--- src/rtl/shift_right_seq.sv ---
// Multi-cycle 32-bit logical/arithmetic right shifter that drives one shared
// single-bit shift slice and assembles the result one bit per cycle.
module shift_right_seq #(
  parameter int unsigned WIDTH = 32
) (
  input  logic             clk,
  input  logic             rst_n,
  input  logic             start,
  input  logic [WIDTH-1:0] x,
  input  logic [WIDTH-1:0] y,
  input  logic             arith,
  output logic             busy,
  output logic             done,
  output logic [WIDTH-1:0] z,
  output logic [WIDTH-1:0] slice_x,
  output logic [WIDTH-1:0] slice_y,
  output logic [WIDTH-1:0] slice_i,
  input  logic             slice_z
);

  localparam int unsigned IW = $clog2(WIDTH);

  typedef enum logic [1:0] {
    S_IDLE,
    S_CLAMP,
    S_SCAN,
    S_DONE
  } state_t;

  state_t         state;
  state_t         state_nxt;
  logic [IW-1:0]  idx;
  logic [WIDTH-1:0] x_q;
  logic [WIDTH-1:0] y_q;
  logic [WIDTH-1:0] z_q;
  logic           arith_q;

  logic           y_big;
  logic           idx_last;
  logic [IW:0]    bit_pos;
  logic           sign_fill;

  // Shift amounts of WIDTH or more never reach the slice; they are clamped.
  assign y_big    = |y[WIDTH-1:IW];
  assign idx_last = (idx == IW'(WIDTH - 1));

  // i > 31 - y[4:0] is the same as i + y[4:0] overflowing the 5-bit range.
  assign bit_pos   = {1'b0, idx} + {1'b0, y_q[IW-1:0]};
  assign sign_fill = arith_q & bit_pos[IW];

  always_comb begin
    state_nxt = state;
    unique case (state)
      S_IDLE: begin
        if (start) begin
          state_nxt = y_big ? S_CLAMP : S_SCAN;
        end
      end
      S_CLAMP: state_nxt = S_DONE;
      S_SCAN: begin
        if (idx_last) begin
          state_nxt = S_DONE;
        end
      end
      S_DONE:  state_nxt = S_IDLE;
      default: state_nxt = S_IDLE;
    endcase
  end

  always_ff @(posedge clk or negedge rst_n) begin
    if (!rst_n) begin
      state <= S_IDLE;
    end else begin
      state <= state_nxt;
    end
  end

  always_ff @(posedge clk or negedge rst_n) begin
    if (!rst_n) begin
      idx     <= '0;
      x_q     <= '0;
      y_q     <= '0;
      z_q     <= '0;
      arith_q <= 1'b0;
    end else begin
      unique case (state)
        S_IDLE: begin
          if (start) begin
            x_q     <= x;
            y_q     <= y;
            arith_q <= arith;
            z_q     <= '0;
            idx     <= '0;
          end
        end
        S_CLAMP: begin
          z_q <= arith_q ? {WIDTH{x_q[WIDTH-1]}} : '0;
        end
        S_SCAN: begin
          z_q[idx] <= sign_fill ? x_q[WIDTH-1] : slice_z;
          // Hold at the last index so the counter never wraps into a 33rd pass.
          if (!idx_last) begin
            idx <= idx + 1'b1;
          end
        end
        default: ;
      endcase
    end
  end

  always_comb begin
    busy    = (state == S_CLAMP) || (state == S_SCAN);
    done    = (state == S_DONE);
    z       = z_q;
    slice_x = x_q;
    slice_y = y_q;
    slice_i = '0;
    if (state == S_SCAN) begin
      slice_i[IW-1:0] = idx;
    end
  end

endmodule

--- config.mk ---
export PLATFORM = sky130hd
export DESIGN_NAME = shift_right_seq
export DESIGN_NICKNAME = d
export VERILOG_FILES = /design/src/rtl/shift_right_seq.sv
export SDC_FILE = /design/constraint.sdc
export NUM_CORES = 1
export LEC_CHECK = 0
export ABC_AREA = 1
export CAP_MARGIN = 25
export CORE_ASPECT_RATIO = 0.9
export CORE_MARGIN = 3
export CORE_UTILIZATION = 31
export CTS_BUF_LIST = sky130_fd_sc_hd__clkbuf_8
export CTS_CLUSTER_SIZE = 28
export DETAILED_ROUTE_END_ITERATION = 16
export GPL_ROUTABILITY_DRIVEN = 0
export MAX_ROUTING_LAYER = met4
export SLEW_MARGIN = 20
export SYNTH_ARGS = -nofsm -noshare
export SYNTH_HDL_FRONTEND = slang
export SYNTH_SLANG_ARGS = --single-unit
--- constraint.sdc ---
create_clock -name clk -period 2.1 [get_ports clk]
set_input_delay 0.315 -clock clk [delete_from_list [all_inputs] [get_ports clk]]
set_output_delay 0.315 -clock clk [all_outputs]
set_load 0.02 [all_outputs]
## After elaboration in Yosys (flattened, before gate mapping)

Cells that the tools add are included.

| cells by class | value |
|---|---|
| add/subtract/negate cells | 2 |
| bitwise logic cells | 1 |
| eq/ne operators | 7 |
| mux-type cells | 15 |
| reductions and logical operators | 10 |
| order comparisons | 2 |

Operator list:

| operator | number |
|---|---|
| one-hot mux 32 bit (3 select lines) | 1 |
| 2-to-1 mux 32 bit | 2 |
| bitwise mux 32 bit | 1 |
| OR reduction 27 bit | 1 |
| 2-to-1 mux 5 bit | 3 |
| one-hot mux 5 bit (2 select lines) | 1 |
| one-hot mux 2 bit (4 select lines) | 1 |
| adder 5 x 5 -> 6 bit | 1 |
| less-than comparator 5 x 6 -> 1 bit (second input constant) | 1 |
| 2-to-1 mux 2 bit | 3 |
| inequality test 2 bit (second input constant) | 3 |
| AND reduction 2 bit | 3 |
| adder 5 x 1 -> 5 bit (second input constant) | 1 |
| demux 1 bit (select 5 bit) | 1 |
| == test 5 bit (second input constant) | 1 |
| >= comparator 5 x 1 -> 1 bit (second input constant) | 1 |
| == test 2 bit (second input constant) | 2 |
| AND reduction 3 bit | 1 |
| nonzero test 3 bit | 1 |
| == test 2 x 1 -> 1 bit (second input constant) | 1 |
| logical NOT 2 bit | 1 |
| 2-to-1 mux 1 bit | 2 |
| nonzero test 2 bit | 1 |
| AND 1 bit | 1 |
| other kinds (2) | 2 |

| word-level totals | value |
|---|---|
| bits of input ports | 69 |
| register bits | 104 |
| logic and storage cells | 43 |

## Longest topological paths before layout

Gate-level depths: netlist of run 1.

| depth | value |
|---|---|
| depth after elaboration | 6 |
| depth in mapped cells | 13 |

## Worst setup path after synthesis of run 1

Ideal clock, no wire load.

| timing | value |
|---|---|
| kind | reg2reg |
| start | register y_q[4] (netlist: slice_y[4]) |
| end | register z_q[30] (netlist: z[30]) |
| buffers on the path | 1 |
| slack | 0.398 ns |
| arrival time | 1.586 ns |
| clock period less this slack | 1.702 ns |
| cell stages (with the launch flop) | 14 |
| cell sequence | dfrtp_1 -> ha_1 -> nand2_1 -> nor2_2 -> nand2_1 -> nand3_2 -> nand2_2 -> nand2_4 -> buf_8 -> nand3_1 -> nand2_1 -> nand2_1 -> nand2_1 -> nand2_1 |

| on the way | value |
|---|---|
| word-level cells in the longest chain between the ends | 5 |

Ends and longest elaborated chain:

| item | line | source |
|---|---|---|
| from (decl) | 34 | `logic [WIDTH-1:0] y_q;` |
| from (signal assigned) | 90 | `y_q <= y;` |
| adder 5 x 5 -> 6 bit | 48 | `assign bit_pos = {1'b0, idx} + {1'b0, y_q[IW-1:0]};` |
| AND 1 bit | 49 | `assign sign_fill = arith_q & bit_pos[IW];` |
| 2-to-1 mux 1 bit | 100 | `z_q[idx] <= sign_fill ? x_q[WIDTH-1] : slice_z;` |
| bitwise mux 32 bit | 100 |  |
| one-hot mux 32 bit (3 select lines) | 86 | `unique case (state)` |
| to (signal assigned) | 97 | `z_q <= arith_q ? {WIDTH{x_q[WIDTH-1]}} : '0;` |
| to (signal, indexed assignment) | 100 |  |
| to (decl) | 35 | `logic [WIDTH-1:0] z_q;` |

Every way passes these cells.
A chain may end at the register's enable or synchronous reset.

## Worst setup path after layout of run 1

| timing | value |
|---|---|
| start | register state[1] |
| end | output done |

| on the way | value |
|---|---|
| word-level cells in the longest chain between the ends | 1 |

Ends and longest elaborated chain:

| item | line | source |
|---|---|---|
| from (decl) | 30 | `state_t state;` |
| from (signal assigned) | 74 | `state <= state_nxt;` |
| == test 2 bit | 113 | `done = (state == S_DONE);` |
| to (decl) | 13 | `output logic done,` |

Every way passes these cells.

==> flow_summary_export.csv, run 1 <==
group,metric,value,unit
global_routing,grt_pass1_vias,5023,
yosys,synthCells,742,
sta,timing.final.crit_period,1920,ps
global_routing,gr-total-overflow,0,
routing,ant_nets,0,
global_routing,grt_pass1_wl,26000,µm
layout,multi_input_area,2470,µm²
setup_path,crit_fanout,4,
run,cap_violations,0,
setup_path,max_stage_delay,630,ps
sta,finalHoldViolations,28,
sta,max_freq,0.522,GHz
cts,cts_tree,"built",
floorplanning,die_y,133,µm
sta,setup_viol,0,
yosys,yosysTopAreaCellShare,0.470,
global_routing,antenna_found_initial,0,
placement,place_area,7360,µm²
yosys,synth.distinct_cells,31,
global_routing,grt_max_degree,105,
cts,cts_setup_buffers,0,
setup_path,crit_path_end_kind,"primary output",
routing,vias,4998,
layout,seq_area,2600,µm²
sta,fin_crit_sh,0.912,
routing,wl,15900,µm
yosys,ys_seq_area_frac,0.470,
floorplanning,fp.dieW,147,µm
layout,finalInstanceArea,7540,µm²
cts,htreeDepth,3,
routing,vias_per_cell,4.38,
sta,rsz0062_at_grt,"no",
setup_path,critical_path_buf_inv_count,1,
yosys,yosysTopAreaCell,"dfrtp_1",
routing,wl_per_cell,13.9,µm
run_status,violations,"hold timing",
cts,path_clk_slew,110,ps
floorplanning,rows,45,
setup_path,worst_setup_path_start_kind,"register",
floorplanning,ios,199,
setup_path,path_delay_family,"buffers and inverters",
setup_path,path_depth,2,
layout,nets,984,
setup_path,r2r_slack,210,ps
floorplanning,initial_core_util,0.323,
placement,hpwl,10800,µm
sta,tightest_slew,628,ps
layout,diodes,0,
sta,finalHoldWorstSlack,-48.1,ps
run_status,status,"finished, violations left",
setup_path,required,1780,ps
cts,clock_sinks,104,
setup_path,timing.rr.end,"z[14]",
setup_path,reg2regPathDepth,12,
layout,final_util,0.439,
sta,maxSlewHeadroom,0.581,
setup_path,slowest_stage,"clkdlybuf4s50_1",
floorplanning,core_area,17200,µm²
yosys,syn_area,5540,µm²
sta,finClkSkew,13.9,ps
routing,dr.pass1.iters,4,
setup_path,r2r_start,"slice_y[4]",
setup_path,critPathArrivalTime,1600,ps
yosys,synth_seq_cells,104,
power,vdd_ir_drop_max,1.00,mV
setup_path,crit_type,"register to primary output",
layout,layout-drive-gt1-share,0.0573,
global_routing,grt_util_all_layers,0.169,
power,power-per-cell-area,1440,nW/µm²
cts,insertion_delay,390,ps
placement,io_buffer_count,171,
power,p_leak,0.00382,µW
min_path,hold_path.class,"input port to async pin",
sta,tns,0,ps
floorplanning,die_area,19500,µm²
cts,root_buffer,"clkbuf_8",
layout,nFillCells,1771,
routing,drtIter0Drc,246,
layout,synthToLayoutAreaGrowth,36.0,%
cts,numCtsBuffers,9,
cts,cts_buffer_depth,2,
sta,slew_viol_final,0,
yosys,yosysWarnings,0,
yosys,avgSynthCellArea,7.47,µm²
setup_path,cp_cell_sequence,"ha_1 -> clkdlybuf4s50_1",
yosys,synth_area_leaders,"dfrtp_1 (47%), nand2_1 (25%), nor2_1 (4.9%), buf_4 (3.9%), nand3_1 (3.8%)",
routing,drcViolationCount,0,
[sequential cells by signal (all words and copies together), names as in the netlist]
name,count
arith_q,1
idx,5
slice_x,32
slice_y,32
state,2
z,32
[worst reg2reg max path, delay by kind of cell, from the launching register on]
family / cells / cell delay [ps]
simple gates: 11 / 1070
flops: 1 / 420
fa+ha+maj: 1 / 310
[cell usage in the layout (no fill, tap or decap)]
master           count
nand3_1             42
nor2_1              71
conb_1              27
nand2_4              1
buf_4                9
nor2_2               4
clkinv_1             1
nand2_2              2
nor4_1               5
dfrtp_2              1
clkinv_8             1
nand3_4              1
a21oi_1              3
clkbuf_2             5
o21ai_0              6
nand4_1              2
xor2_1               1
clkdlybuf4s50_1    164
o21ai_1              4
buf_12               5
nand3_2              2
dlygate4sd2_1        1
clkbuf_8            10
o22ai_1              1
o21a_1              17
inv_8                3
ha_1                13
dfrtp_1            103
o31ai_1              1
inv_2                6
inv_6                1
inv_1               24
nor3_1               2
nand2_1            367
clkinv_4             1
[through the flow]
stage / power (µW) / setup slack, ps / hold slack, ps / std cells
6_report: 10900 / 185 / -48.1 / 1142
3_5_place_dp: 9690 / 173 / 447 / 1126
2_1_floorplan: 6890 / 398 / 19.4 / 768
5_1_grt: 11700 / 11.5 / 19.1 / 1142
4_1_cts: 11100 / 3.97 / 6.39 / 1142
3_3_place_gp: 9650 / 212 / 446 / 1126
[worst max path at each step]
stage                       to  slack (ps)       start
floorplan                z[30]         400  slice_y[4]
global placement    slice_i[0]         210    state[0]
detailed placement  slice_i[3]         170    state[0]
CTS                 slice_i[4]           4    state[0]
global route              z[2]          10  slice_y[4]
finish                    done         180    state[1]
[repair_timing]
item                       4_1_cts  5_1_grt
hold buffers                     0        0
setup endpoints to repair        6        6
gates resized for setup          9        8
[synth_stat cells (all sizes together)]
cell and number:
xor2 1, clkinv 1, nand2 370, clkbuf 10, inv 30, nor4 5, nor2 75, nor3 2
o31ai 1, conb 1, o21ai 10, nand4 2, nand3 45, ha 13, a21oi 3, dfrtp 104
buf 51, o22ai 1, o21a 17
[routing by layer]
layer	share of wire	global-route usage	vias to the layer above
met1	0.46	0.220	2280
met2	0.45	0.260	152
met4	0.0090	0.0321	0
met3	0.075	0.0589	8
met5	0	-	-
li1	-	-	2558
[power breakdown]
group	switching [µW]	internal, µW	leakage, µW
Combinational	3550	2490	0.00237
Sequential	641	2860	0.00134
Clock	814	506	0.000106
Total	5000	5850	0.00382
[cells by family after synthesis]
| kind of cell | share of synthesized area |
|---|---|
| AOI/OAI and AO/OA | 0.0373 |
| xor gates and xnor gates | 0.00158 |
| adders and majority gates | 0.0294 |
| buffers and inverters | 0.103 |
| DFF | 0.470 |
| other | 0.000677 |
| and+or+nand+nor | 0.359 |
[cell type report]
class,count,area share
clock buffer,10,0.0183
clock inverter,6,0.00897
inverter,31,0.0154
multi-input combinational,572,0.328
sequential,104,0.346
tap,235,0.0390
timing repair buffer,184,0.245
Power figures use the tool's default switching activity.
==> inputs of run 2 (changes only) <==
--- a/config.mk
+++ b/config.mk
@@ -15,6 +15,7 @@
 export DETAILED_ROUTE_END_ITERATION = 16
 export GPL_ROUTABILITY_DRIVEN = 0
 export MAX_ROUTING_LAYER = met4
+export SKIP_CTS_REPAIR_TIMING = 1
 export SLEW_MARGIN = 20
 export SYNTH_ARGS = -nofsm -noshare
 export SYNTH_HDL_FRONTEND = slang
==> flow_summary_export.csv, run 2 (same netlist as run 1, synthesis figures left out) <==
group,metric,value,unit
cts,path_clk_slew,110,ps
layout,multi_input_area,2470,µm²
min_path,hold_path.class,"input port to async pin",
sta,fin_crit_sh,0.942,
sta,finClkSkew,12.9,ps
sta,tns,0,ps
layout,nFillCells,1766,
run_status,violations,"hold timing",
setup_path,critPathArrivalTime,1660,ps
setup_path,crit_type,"register to primary output",
routing,drcViolationCount,0,
cts,clock_sinks,104,
placement,io_buffer_count,171,
setup_path,cp_cell_sequence,"inv_1 -> ha_1 -> buf_12 -> nand2_1 -> inv_1 -> dlymetal6s2s_1",
sta,worst_slack,123,ps
floorplanning,initial_core_util,0.323,
routing,wl_per_cell,13.9,µm
sta,finalHoldViolations,38,
sta,slew_viol_final,0,
setup_path,r2r_slack,210,ps
floorplanning,core_area,17200,µm²
setup_path,timing.rr.end,"z[14]",
floorplanning,die_area,19500,µm²
floorplanning,ios,199,
routing,ant_nets,0,
setup_path,crit_fanout,25,
layout,mostFrequentLayoutCells,"nand2_1 (367), clkdlybuf4s50_1 (164), dfrtp_1 (103)",
setup_path,worst_setup_path_start_kind,"register",
power,p_total,10900,µW
layout,nets,984,
global_routing,grt_pass1_vias,5023,
placement,hpwl,10800,µm
setup_path,required,1780,ps
floorplanning,rows,45,
cts,numCtsBuffers,9,
setup_path,crit_path_end_kind,"primary output",
layout,finalInstanceArea,7580,µm²
power,vdd_ir_drop_max,1.01,mV
placement,place_ws,173,ps
sta,max_freq,0.506,GHz
setup_path,r2r_start,"slice_y[4]",
layout,seq_area,2600,µm²
run,cap_violations,0,
global_routing,antenna_found_initial,0,
routing,vias_per_cell,4.37,
power,power-per-cell-area,1440,nW/µm²
layout,synthToLayoutAreaGrowth,36.7,%
run_status,status,"finished, violations left",
layout,layout-drive-gt1-share,0.0518,
setup_path,slowest_stage,"dfrtp_1",
global_routing,grt_max_degree,105,
routing,dr.pass1.iters,4,
sta,rsz0062_at_grt,"no",
cts,cts_tree,"built",
routing,drtIter0Drc,235,
placement,place_area,7360,µm²
global_routing,grt_pass1_wl,26000,µm
sta,finalHoldWorstSlack,-56.3,ps
setup_path,reg2regPathDepth,12,
routing,vias,4987,
global_routing,grt_util_all_layers,0.169,
sta,timing.final.crit_period,1980,ps
layout,diodes,0,
sta,setup_viol,0,
cts,root_buffer,"clkbuf_8",
setup_path,crit_path_start,"state[0]",
cts,insertion_delay,400,ps
sta,tightest_slew,625,ps
layout,final_common_cell,"nand2_1",
routing,wl,15900,µm
setup_path,max_stage_delay,430,ps
setup_path,cpMostUsedCell,"inv_1",
power,p_leak,0.00391,µW
sta,maxSlewHeadroom,0.583,
global_routing,gr-total-overflow,0,
cts,htreeDepth,3,
cts,cts_buffer_depth,2,
floorplanning,die_y,133,µm
floorplanning,fp.dieW,147,µm
run 2: changes by cell type in the layout (fill, tap and decap cells not counted):
cell and change:
clkbuf_2 -5, dlygate4sd2_1 -1, dlymetal6s2s_1 +6
run 2: worst max path at each step:
stage / endpoint / slack [ps] / cells past startpoint
3_5_place_dp: slice_i[3] / 170 / 6
6_report: slice_i[2] / 120 / 6
3_3_place_gp: slice_i[0] / 210 / 6
2_1_floorplan: z[30] / 400 / 13
5_1_grt: z[2] / 10 / 12
4_1_cts: slice_i[0] / -280 / 6
run 2: per-layer routing:
layer,routed length (µm),vias up,track usage
li1,-,2555,-
met1,7230,2266,0.220
met3,1210,10,0.0589
met5,0,-,-
met2,7240,156,0.260
met4,180,0,0.0321
run 2: layout make-up:
type,instances,area share
clock buffers,10,0.0182
clock inverters,6,0.00892
inverters,31,0.0154
multi-input cells,572,0.326
flip-flops and latches,104,0.344
well taps,235,0.0388
repair buffers,184,0.249
run 2: power breakdown:
group / internal, µW / leakage, µW / switching (µW)
clock: 506 / 0.000106 / 823
combinational: 2510 / 0.00246 / 3550
sequential: 2860 / 0.00134 / 640
run 2: worst max-delay path, delay by kind of cell (launching register included):
family                     cells  cell delay [ps]
and+or+nand+nor                1               80
buffers and inverters          4              560
DFF                            1              430
adders and majority gates      1              200
run 2: stage by stage:
stage / util / cells
finish: 0.441 / 1142
CTS: 0.440 / 1142
global placement: 0.428 / 1126
global route: 0.441 / 1142
detailed placement: 0.428 / 1126
floorplan: - / 768
